### config.mk
export PLATFORM = sky130hd
export DESIGN_NAME = alu_exec_unit
export DESIGN_NICKNAME = d
export VERILOG_FILES = /design/src/rtl/alu_exec_unit.sv
export SDC_FILE = /design/constraint.sdc
export NUM_CORES = 1
export LEC_CHECK = 0
export BUFFER_PORTS_ARGS = -buffer_cell sky130_fd_sc_hd__buf_2
export CAP_MARGIN = 20
export CORE_UTILIZATION = 31
export DETAILED_ROUTE_END_ITERATION = 10
export PLACE_DENSITY_LB_ADDON = 0.15
export SYNTH_ARGS = -nofsm -noshare
export SYNTH_HDL_FRONTEND = slang
export SYNTH_SLANG_ARGS = --single-unit
### constraint.sdc
create_clock -name clk -period 5.2 [get_ports clk]
set_input_delay 0.26 -clock clk [delete_from_list [all_inputs] [get_ports clk]]
set_output_delay 0.26 -clock clk [all_outputs]
set_load 0.05 [all_outputs]
### src/rtl/alu_exec_unit.sv
// alu_exec_unit: registered RV32I-class execute stage with valid/ready handshake.
// Define ALU_EXEC_MULDIV_EN to add iterative RV-M multiply/divide.
module alu_exec_unit #(
    parameter int XLEN = 32
) (
    input  logic            clk,
    input  logic            rst,
    input  logic            in_valid,
    output logic            in_ready,
    input  logic [1:0]      alu_op,
    input  logic [2:0]      funct3,
    input  logic [6:0]      funct7,
    input  logic [XLEN-1:0] a,
    input  logic [XLEN-1:0] b,
    output logic            out_valid,
    input  logic            out_ready,
    output logic [XLEN-1:0] result,
    output logic            zero,
    output logic            illegal
);
    localparam int SH = $clog2(XLEN);
    localparam logic [6:0] F7_BASE = 7'b0000000;
    localparam logic [6:0] F7_ALT  = 7'b0100000;

    typedef enum logic [3:0] {
        OP_ADD, OP_SUB, OP_SLL, OP_SLT, OP_SLTU, OP_XOR,
        OP_SRL, OP_SRA, OP_OR, OP_AND, OP_ILL, OP_MD
    } op_e;

    op_e             dec_op;
    logic [SH-1:0]   shamt;
    logic            lt_s;
    logic            lt_u;
    logic [XLEN-1:0] alu_res;
    logic [XLEN-1:0] fast_res;
    logic            fast_ill;
    logic            accept;
    logic            busy;
    logic            md_start;
    logic            md_done;
    logic [XLEN-1:0] md_res;

    function automatic op_e base_op(input logic [2:0] f3);
        unique case (f3)
            3'b000: base_op = OP_ADD;
            3'b001: base_op = OP_SLL;
            3'b010: base_op = OP_SLT;
            3'b011: base_op = OP_SLTU;
            3'b100: base_op = OP_XOR;
            3'b101: base_op = OP_SRL;
            3'b110: base_op = OP_OR;
            3'b111: base_op = OP_AND;
        endcase
    endfunction

    always_comb begin
        dec_op = OP_ILL;
        unique case (alu_op)
            2'b00: dec_op = OP_ADD;
            2'b01: dec_op = OP_SUB;
            2'b10: begin
                unique case (1'b1)
                    (funct7 == F7_BASE): dec_op = base_op(funct3);
                    (funct7 == F7_ALT): begin
                        if (funct3 == 3'b000)      dec_op = OP_SUB;
                        else if (funct3 == 3'b101) dec_op = OP_SRA;
                        else                       dec_op = OP_ILL;
                    end
`ifdef ALU_EXEC_MULDIV_EN
                    (funct7 == 7'b0000001): dec_op = OP_MD;
`endif
                    default: dec_op = OP_ILL;
                endcase
            end
            default: begin
                // I-type: funct7 only matters for the shift encodings
                dec_op = base_op(funct3);
                if (funct3 == 3'b001 && funct7 != F7_BASE)
                    dec_op = OP_ILL;
                if (funct3 == 3'b101) begin
                    if (funct7 == F7_ALT)       dec_op = OP_SRA;
                    else if (funct7 != F7_BASE) dec_op = OP_ILL;
                end
            end
        endcase
    end

    assign shamt = b[SH-1:0];
    assign lt_s  = $signed(a) < $signed(b);
    assign lt_u  = a < b;

    always_comb begin
        alu_res = '0;
        unique case (dec_op)
            OP_ADD:  alu_res = a + b;
            OP_SUB:  alu_res = a - b;
            OP_SLL:  alu_res = a << shamt;
            OP_SLT:  alu_res = {{(XLEN-1){1'b0}}, lt_s};
            OP_SLTU: alu_res = {{(XLEN-1){1'b0}}, lt_u};
            OP_XOR:  alu_res = a ^ b;
            OP_SRL:  alu_res = a >> shamt;
            OP_SRA:  alu_res = $signed(a) >>> shamt;
            OP_OR:   alu_res = a | b;
            OP_AND:  alu_res = a & b;
            default: alu_res = '0;
        endcase
    end

    assign fast_ill = (dec_op == OP_ILL);
    assign in_ready = !rst && !busy && (!out_valid || out_ready);
    assign accept   = in_valid && in_ready;

`ifdef ALU_EXEC_MULDIV_EN
    localparam logic [XLEN-1:0] SMIN = {1'b1, {(XLEN-1){1'b0}}};
    localparam logic [SH:0] CNT_LAST = {1'b1, {SH{1'b0}}};
    localparam logic [SH:0] CNT_ONE  = {{SH{1'b0}}, 1'b1};

    typedef enum logic [1:0] {S_IDLE, S_MUL, S_DIV} state_e;

    state_e            state_q, state_d;
    logic [SH:0]       cnt_q, cnt_d;
    logic [XLEN-1:0]   hi_q, hi_d;
    logic [XLEN-1:0]   lo_q, lo_d;
    logic [XLEN-1:0]   opnd_q, opnd_d;
    logic [2:0]        f3_q, f3_d;
    logic              qneg_q, qneg_d;
    logic              rneg_q, rneg_d;
    logic              a_sgn, b_sgn;
    logic              a_neg, b_neg;
    logic [XLEN-1:0]   a_mag, b_mag;
    logic              div_zero, div_ovf, md_fast;
    logic [XLEN-1:0]   md_fast_res;
    logic [XLEN:0]     sum, trial;
    logic [2*XLEN-1:0] prod_fix;
    logic [XLEN-1:0]   quo_fix, rem_fix;

    always_comb begin
        a_sgn = 1'b0;
        b_sgn = 1'b0;
        unique case (funct3)
            3'b001:         begin a_sgn = 1'b1; b_sgn = 1'b1; end
            3'b010:         a_sgn = 1'b1;
            3'b100, 3'b110: begin a_sgn = 1'b1; b_sgn = 1'b1; end
            default:        ;
        endcase
    end

    assign a_neg = a_sgn && a[XLEN-1];
    assign b_neg = b_sgn && b[XLEN-1];
    assign a_mag = a_neg ? -a : a;
    assign b_mag = b_neg ? -b : b;

    // divide corner cases bypass the iterative unit
    assign div_zero = funct3[2] && (b == '0);
    assign div_ovf  = (funct3 == 3'b100 || funct3 == 3'b110)
                   && (a == SMIN) && (&b);
    assign md_fast  = div_zero || div_ovf;
    assign md_fast_res = div_zero ? (funct3[1] ? a : '1)
                                  : (funct3[1] ? '0 : SMIN);

    assign busy     = (state_q != S_IDLE);
    assign md_start = accept && (dec_op == OP_MD) && !md_fast;
    assign fast_res = (dec_op == OP_MD) ? md_fast_res : alu_res;

    assign sum   = {1'b0, hi_q} + {1'b0, opnd_q & {XLEN{lo_q[0]}}};
    assign trial = {hi_q, lo_q[XLEN-1]} - {1'b0, opnd_q};

    always_comb begin
        state_d = state_q;
        cnt_d   = cnt_q;
        hi_d    = hi_q;
        lo_d    = lo_q;
        opnd_d  = opnd_q;
        f3_d    = f3_q;
        qneg_d  = qneg_q;
        rneg_d  = rneg_q;
        md_done = 1'b0;
        unique case (state_q)
            S_IDLE: begin
                if (md_start) begin
                    state_d = funct3[2] ? S_DIV : S_MUL;
                    cnt_d   = '0;
                    hi_d    = '0;
                    lo_d    = funct3[2] ? a_mag : b_mag;
                    opnd_d  = funct3[2] ? b_mag : a_mag;
                    f3_d    = funct3;
                    qneg_d  = a_neg ^ b_neg;
                    rneg_d  = a_neg;
                end
            end
            S_MUL: begin
                if (cnt_q == CNT_LAST) begin
                    md_done = 1'b1;
                    state_d = S_IDLE;
                end else begin
                    {hi_d, lo_d} = {sum, lo_q[XLEN-1:1]};
                    cnt_d = cnt_q + CNT_ONE;
                end
            end
            S_DIV: begin
                if (cnt_q == CNT_LAST) begin
                    md_done = 1'b1;
                    state_d = S_IDLE;
                end else begin
                    if (!trial[XLEN]) begin
                        hi_d = trial[XLEN-1:0];
                        lo_d = {lo_q[XLEN-2:0], 1'b1};
                    end else begin
                        hi_d = {hi_q[XLEN-2:0], lo_q[XLEN-1]};
                        lo_d = {lo_q[XLEN-2:0], 1'b0};
                    end
                    cnt_d = cnt_q + CNT_ONE;
                end
            end
            default: state_d = S_IDLE;
        endcase
    end

    always_comb begin
        md_res   = '0;
        prod_fix = qneg_q ? -{hi_q, lo_q} : {hi_q, lo_q};
        quo_fix  = qneg_q ? -lo_q : lo_q;
        rem_fix  = rneg_q ? -hi_q : hi_q;
        if (state_q == S_DIV)
            md_res = f3_q[1] ? rem_fix : quo_fix;
        else if (f3_q == 3'b000)
            md_res = prod_fix[XLEN-1:0];
        else
            md_res = prod_fix[2*XLEN-1:XLEN];
    end

    always_ff @(posedge clk) begin
        if (rst) begin
            state_q <= S_IDLE;
            cnt_q   <= '0;
            hi_q    <= '0;
            lo_q    <= '0;
            opnd_q  <= '0;
            f3_q    <= '0;
            qneg_q  <= 1'b0;
            rneg_q  <= 1'b0;
        end else begin
            state_q <= state_d;
            cnt_q   <= cnt_d;
            hi_q    <= hi_d;
            lo_q    <= lo_d;
            opnd_q  <= opnd_d;
            f3_q    <= f3_d;
            qneg_q  <= qneg_d;
            rneg_q  <= rneg_d;
        end
    end
`else
    assign busy     = 1'b0;
    assign md_start = 1'b0;
    assign md_done  = 1'b0;
    assign md_res   = '0;
    assign fast_res = alu_res;
`endif

    // a new result may replace the one being consumed in the same cycle
    always_ff @(posedge clk) begin
        if (rst) begin
            out_valid <= 1'b0;
            result    <= '0;
            illegal   <= 1'b0;
        end else if (accept && !md_start) begin
            out_valid <= 1'b1;
            result    <= fast_ill ? '0 : fast_res;
            illegal   <= fast_ill;
        end else if (md_done) begin
            out_valid <= 1'b1;
            result    <= md_res;
            illegal   <= 1'b0;
        end else if (out_valid && out_ready) begin
            out_valid <= 1'b0;
        end
    end

    assign zero = (result == '0);

endmodule
# Yosys cells after proc, flatten, opt, wreduce, memory -nomap -nowiden
# Memory sizes are Yosys's and may differ from the RTL's.
# Index checks and enable logic that the tools add are counted.
[classes]
addsub = 2
order_cmp = 2
eq_ne = 15
shifts = 3
n_mux = 12
bitwise_logic = 3
reduce_logical = 14
[op_table]
columns = ["operator", "count"]
rows = [
  ["32-bit one-hot mux with 10 select lines", 1],
  ["32-bit < comparator", 2],
  ["32-bit adder", 1],
  ["32-bit AND", 1],
  ["32-bit zero test", 1],
  ["32-bit 2-to-1 mux", 1],
  ["32-bit bitwise OR", 1],
  ["32-bit by 5-bit left shift with 32-bit output", 1],
  ["32-bit by 5-bit right shift with 32-bit output", 1],
  ["32-bit by 5-bit >>> shifter with 32-bit output", 1],
  ["32-bit subtractor", 1],
  ["32-bit bitwise XOR", 1],
  ["4-bit 2-to-1 mux", 6],
  ["4-bit by 3-bit == test with 1-bit output (second input constant)", 4],
  ["4-bit == test (second input constant)", 3],
  ["4-bit one-hot mux with 3 select lines", 1],
  ["4-bit by 2-bit == test with 1-bit output (second input constant)", 2],
  ["4-bit one-hot mux with 2 select lines", 1],
  ["7-bit by 6-bit == test with 1-bit output (second input constant)", 1],
  ["7-bit zero test", 1],
  ["7-bit nonzero test", 1],
  ["4-bit by 1-bit == test with 1-bit output (second input constant)", 1],
  ["1-bit logical AND", 4],
  ["4-bit zero test", 1],
  ["other kinds (10)", 12],
]
[word_totals]
regBits = 34
mem_bits_ro = 64
in_bits = 80
output_inout_bits = 36
word_cells = 56
n_memories = 2
[memory_table]
columns = ["name", "words", "width", "read_ports", "rd_ports_with_merged_regs", "wr", "line", "rtl"]
rows = [
  ["(no name shown)", 8, 4, 1, 0, 0, "44", "unique case (f3)"],
  ["(no name shown)", 8, 4, 1, 0, 0, "44", ""],
]

# Depth between registers and ports, before layout
[logic_depth]
depth_word = 10
depth_mapped = 15
depth_no_buf = 13

# Least setup slack after synthesis
# OpenSTA, ideal clock, no wires.
[synth_path]
path_type = "input to register"
startpoint = "in b[2]"
endpoint = "reg result[18]"
setup_time_ns = 0.117
arrival_ns = 3.578
t_required_ns = 5.083
slack_ns = 1.505
stages = 15
path_buffers = 3
path_cell_list = "clkbuf_1 inv_2 buf_1 clkbuf_1 ha_1 a21o_1 o2bb2ai_1 o211a_1 a41o_1 a31o_2 nor2b_1 o41ai_2 xnor2_1 o221ai_1 a22o_1"
[synth_between]
elab_chain_cells = 3
elab_cells_between_ends = 7
cone_classes = "add/sub: 2; shift: 3; mux: 2"
[synth_lines]
columns = ["item", "line", "rtl"]
rows = [
  ["from (decl)", "14", "input logic [XLEN-1:0] b,"],
  ["32-bit subtractor (tied with other cells)", "96", "OP_SUB: alu_res = a - b;"],
  ["32-bit one-hot mux with 10 select lines (*)", "94", "unique case (dec_op)"],
  ["32-bit 2-to-1 mux (*)", "269", "result <= fast_ill ? '0 : fast_res;"],
  ["to (signal assigned)", "269", ""],
  ["to (signal assigned)", "273", "result <= md_res;"],
  ["to (decl)", "17", "output logic [XLEN-1:0] result,"],
]
# Mark *: on every way between the ends. The rest lies on a longest branch, timed or not.
# A chain may end at the register's enable or synchronous reset.

# Final worst setup path
[layout_path]
startpoint = "in funct3[1]"
endpoint = "reg result[30]"
[layout_between]
elab_chain_cells = 10
elab_cells_between_ends = 27
cone_classes = "eq/ne: 12; mux: 10; reduce/logical: 3; memory: 2"
[layout_lines]
columns = ["item", "line", "rtl"]
rows = [
  ["from (decl)", "11", "input logic [2:0] funct3,"],
  ["branches (longest 6 deep; another with memory 8 x 4 bit)", "--", ""],
  ["4-bit one-hot mux with 3 select lines (*)", "58", "unique case (alu_op)"],
  ["4-bit == test (tied with other cells)", "94", ""],
  ["32-bit one-hot mux with 10 select lines", "94", ""],
  ["32-bit 2-to-1 mux (*)", "269", ""],
]
# Every way passes the cells marked *.

==> flow_summary.ini <==
[yosys]
syn_inst = 1475
ys_warn_count = 0
avgSynthCellArea_um2 = 6.98
yosys.cell_types.count = 82
synth-main-ff-cell = dfxtp_1
synth.largest_area_cell = ha_1
synthTopCellsByArea = ha_1 13%, mux4_2 9.8%, a21oi_1 7.2%, dfxtp_1 6.6%, nor2_1 6.6%
yosysTopAreaCellShare = 0.126
synth_edf_count = 0
synth_common_cells = 181 x nor2_1, 149 x a21oi_1, 121 x nand2_1
ys_seq_area_frac = 0.0661
yosysMostFrequentCell = nor2_1
netlist_area_mm2 = 0.0103
syn_nets = 1661
synthArstFlopShare = 0
synth_seq_cells = 34

[global_route]
grt.overflow.total = 0
grt_util_all_layers = 0.298
antenna_found_initial = 0
grt_pass1_vias = 11300
grt_max_degree = 87
grt_first_pass_wirelength_mm = 75.1

[setup_path]
arrival_ps = 4290
start_kind = input port
reg2reg_depth = 11
worstPathRequired_ps = 5420
rr_endpoint = result[31]
path_max_fanout = 27
r2r-start = out_valid
critPathKind = input port to flip-flop
reg2reg_setup_slack_ps = 2490
end_kind = flip-flop

[die]
die_w_um = 184
initial_core_util = 0.316
dieArea_mm2 = 0.0339
die_h_um = 184
num_io_pins = 116
row_count = 66
core_area_mm2 = 0.0326

[hold_path]
hold_path_depth = 3
worstHoldPathType = input port to flip-flop
min_from = in_valid
min_to = out_valid

[pwr]
comb_power_share = 0.673
swShare = 0.543
p_sw_mw = 1.06
finalPower_mw = 1.94
p_leak_nw = 4.74
seqPwrFrac = 0.156
ir_drop_mv = 0.118
p_int_mw = 0.888
p_clk_frac = 0.171
power_density_mw_per_mm2 = 173

[cells_and_area]
multi_input_area_mm2 = 0.00874
register_area_um2 = 681
fin_util = 0.346
postLayoutCellArea_mm2 = 0.0113
final_nets = 1693
fill_cells = 3655
drive_above_1_share = 0.144
area_growth_pct = 9.52
layout.cells.non_filler = 1949
antenna_cells = 0

[clocking]
clk_latency_ps = 310
clk_path_buf_depth = 2
cts_tree = yes
cts_sinks = 34
htree_levels = 2
clkTransAtPathRegs_ps = 70
cts_setup_buffers = 0
cts_made_buffers = 5
cts-root-buf = clkbuf_16
cts_hold_buf = 0
post_cts_resized = 0

[detailed_routing]
detail-route-antenna-nets = 0
routed-via-count = 12100
drt_pass1_iterations = 6
drt-vias-per-instance = 6.23
wl_per_cell_um = 26.0
drc = 0
drt_first_iter_violations = 1348
drt_wl_total_mm = 50.7

[sta]
fmax_mhz = 246
maxSlewHeadroom = 0.244
tns_ps = 0
layout_min_cycle_time_ps = 4070
tightestPinTransition_ps = 1120
fin_crit_sh = 0.783
slew_violations = 0
setup_viol = 0
rsz0062_at_grt = no
setup_ws_ps = 1130
whs_ps = 171
fin_skew_ps = 7.33
hold_viol = 0

[place]
gp_congestion = 0.996
dp_cells = 1942
numPortBuffers = 115
dpl.hpwl_mm = 38.7
dpl_cell_area_mm2 = 0.0111
dp_slack_ps = 1000

[run]
cap_viol_max_count = 0

[status]
status = finished clean
layout by cell type, fill, tap and decap left out, types with 14 or more instances in the layout:
cell type / synthesis / layout
mux4_2: 45 / 45
xnor2_1: 16 / 16
buf_2: 41 / 113
a21oi_1: 149 / 149
nor4_1: 20 / 20
o21ai_0: 106 / 106
nand3_1: 26 / 26
dfxtp_1: 34 / 34
ha_1: 104 / 104
a221oi_1: 14 / 14
buf_4: 1 / 30
a211oi_1: 45 / 45
nor3_1: 38 / 38
mux2i_1: 48 / 48
a21o_1: 23 / 23
nand2_1: 121 / 121
nor2_1: 181 / 181
o211ai_1: 22 / 22
o22ai_1: 17 / 17
inv_1: 95 / 95
worst max-delay path, stage by stage:
cell	delay (ps)
buf_2	130
inv_1	70
ha_1	350
nor2b_1	250
o32a_1	220
o221a_1	600
o211a_1	970
nand3_1	400
nand2_1	220
a21oi_1	50
a31oi_1	380
nor3_1	130
a311oi_1	230
sequential cells by signal (all words and copies together) (netlist names):
register / cells
result: 32
out_valid: 1
illegal: 1
cell families after synthesis:
| family | Yosys count | share of synthesized area |
|---|---|---|
| AND/OR/NAND/NOR | 465 | 0.205 |
| XOR/XNOR | 22 | 0.0187 |
| flip-flops | 34 | 0.0661 |
| adder cells (fa/ha/maj) | 106 | 0.130 |
| buffers and inverters | 217 | 0.0859 |
| AO/OA/AOI/OAI | 532 | 0.342 |
| multiplexers | 99 | 0.152 |
worst max-delay path by stage:
stage | start | endpoint | slack, ps | cells after the start
after floorplan | b[2] | result[18] | 1500 | 15
after global placement | funct3[1] | result[13] | 1000 | 13
after detailed placement | funct3[1] | result[13] | 1000 | 13
after CTS | funct3[1] | result[13] | 1300 | 13
after global routing | funct3[1] | result[30] | 990 | 13
final | funct3[1] | result[30] | 1130 | 13
final cells by class:
cell class	count	share of cell area
clock buffer	6	0.0114
clock inverter	1	0.000666
inverter	99	0.0330
multi-input combinational	1224	0.775
sequential	34	0.0604
tap	442	0.0491
timing repair buffer	143	0.0701
routing by layer:
| metal | global-route usage | vias to the layer above | part of all wire |
|---|---|---|---|
| li1 | - | 5546 | - |
| met3 | 0.0377 | 96 | 0.075 |
| met2 | 0.483 | 604 | 0.45 |
| met4 | 0.118 | 0 | 0.042 |
| met5 | 0 | - | 0 |
| met1 | 0.400 | 5892 | 0.43 |
power groups by stage:
stage / sequential, mW / combinational (mW) / clock [mW]
global route: 0.306 / 1.40 / 0.340
floorplan: 0.370 / 0.789 / 0
CTS: 0.304 / 1.28 / 0.331
global placement: 0.310 / 1.28 / 0
detailed placement: 0.310 / 1.28 / 0
finish: 0.304 / 1.31 / 0.332
(Power assumes the default switching activity.)
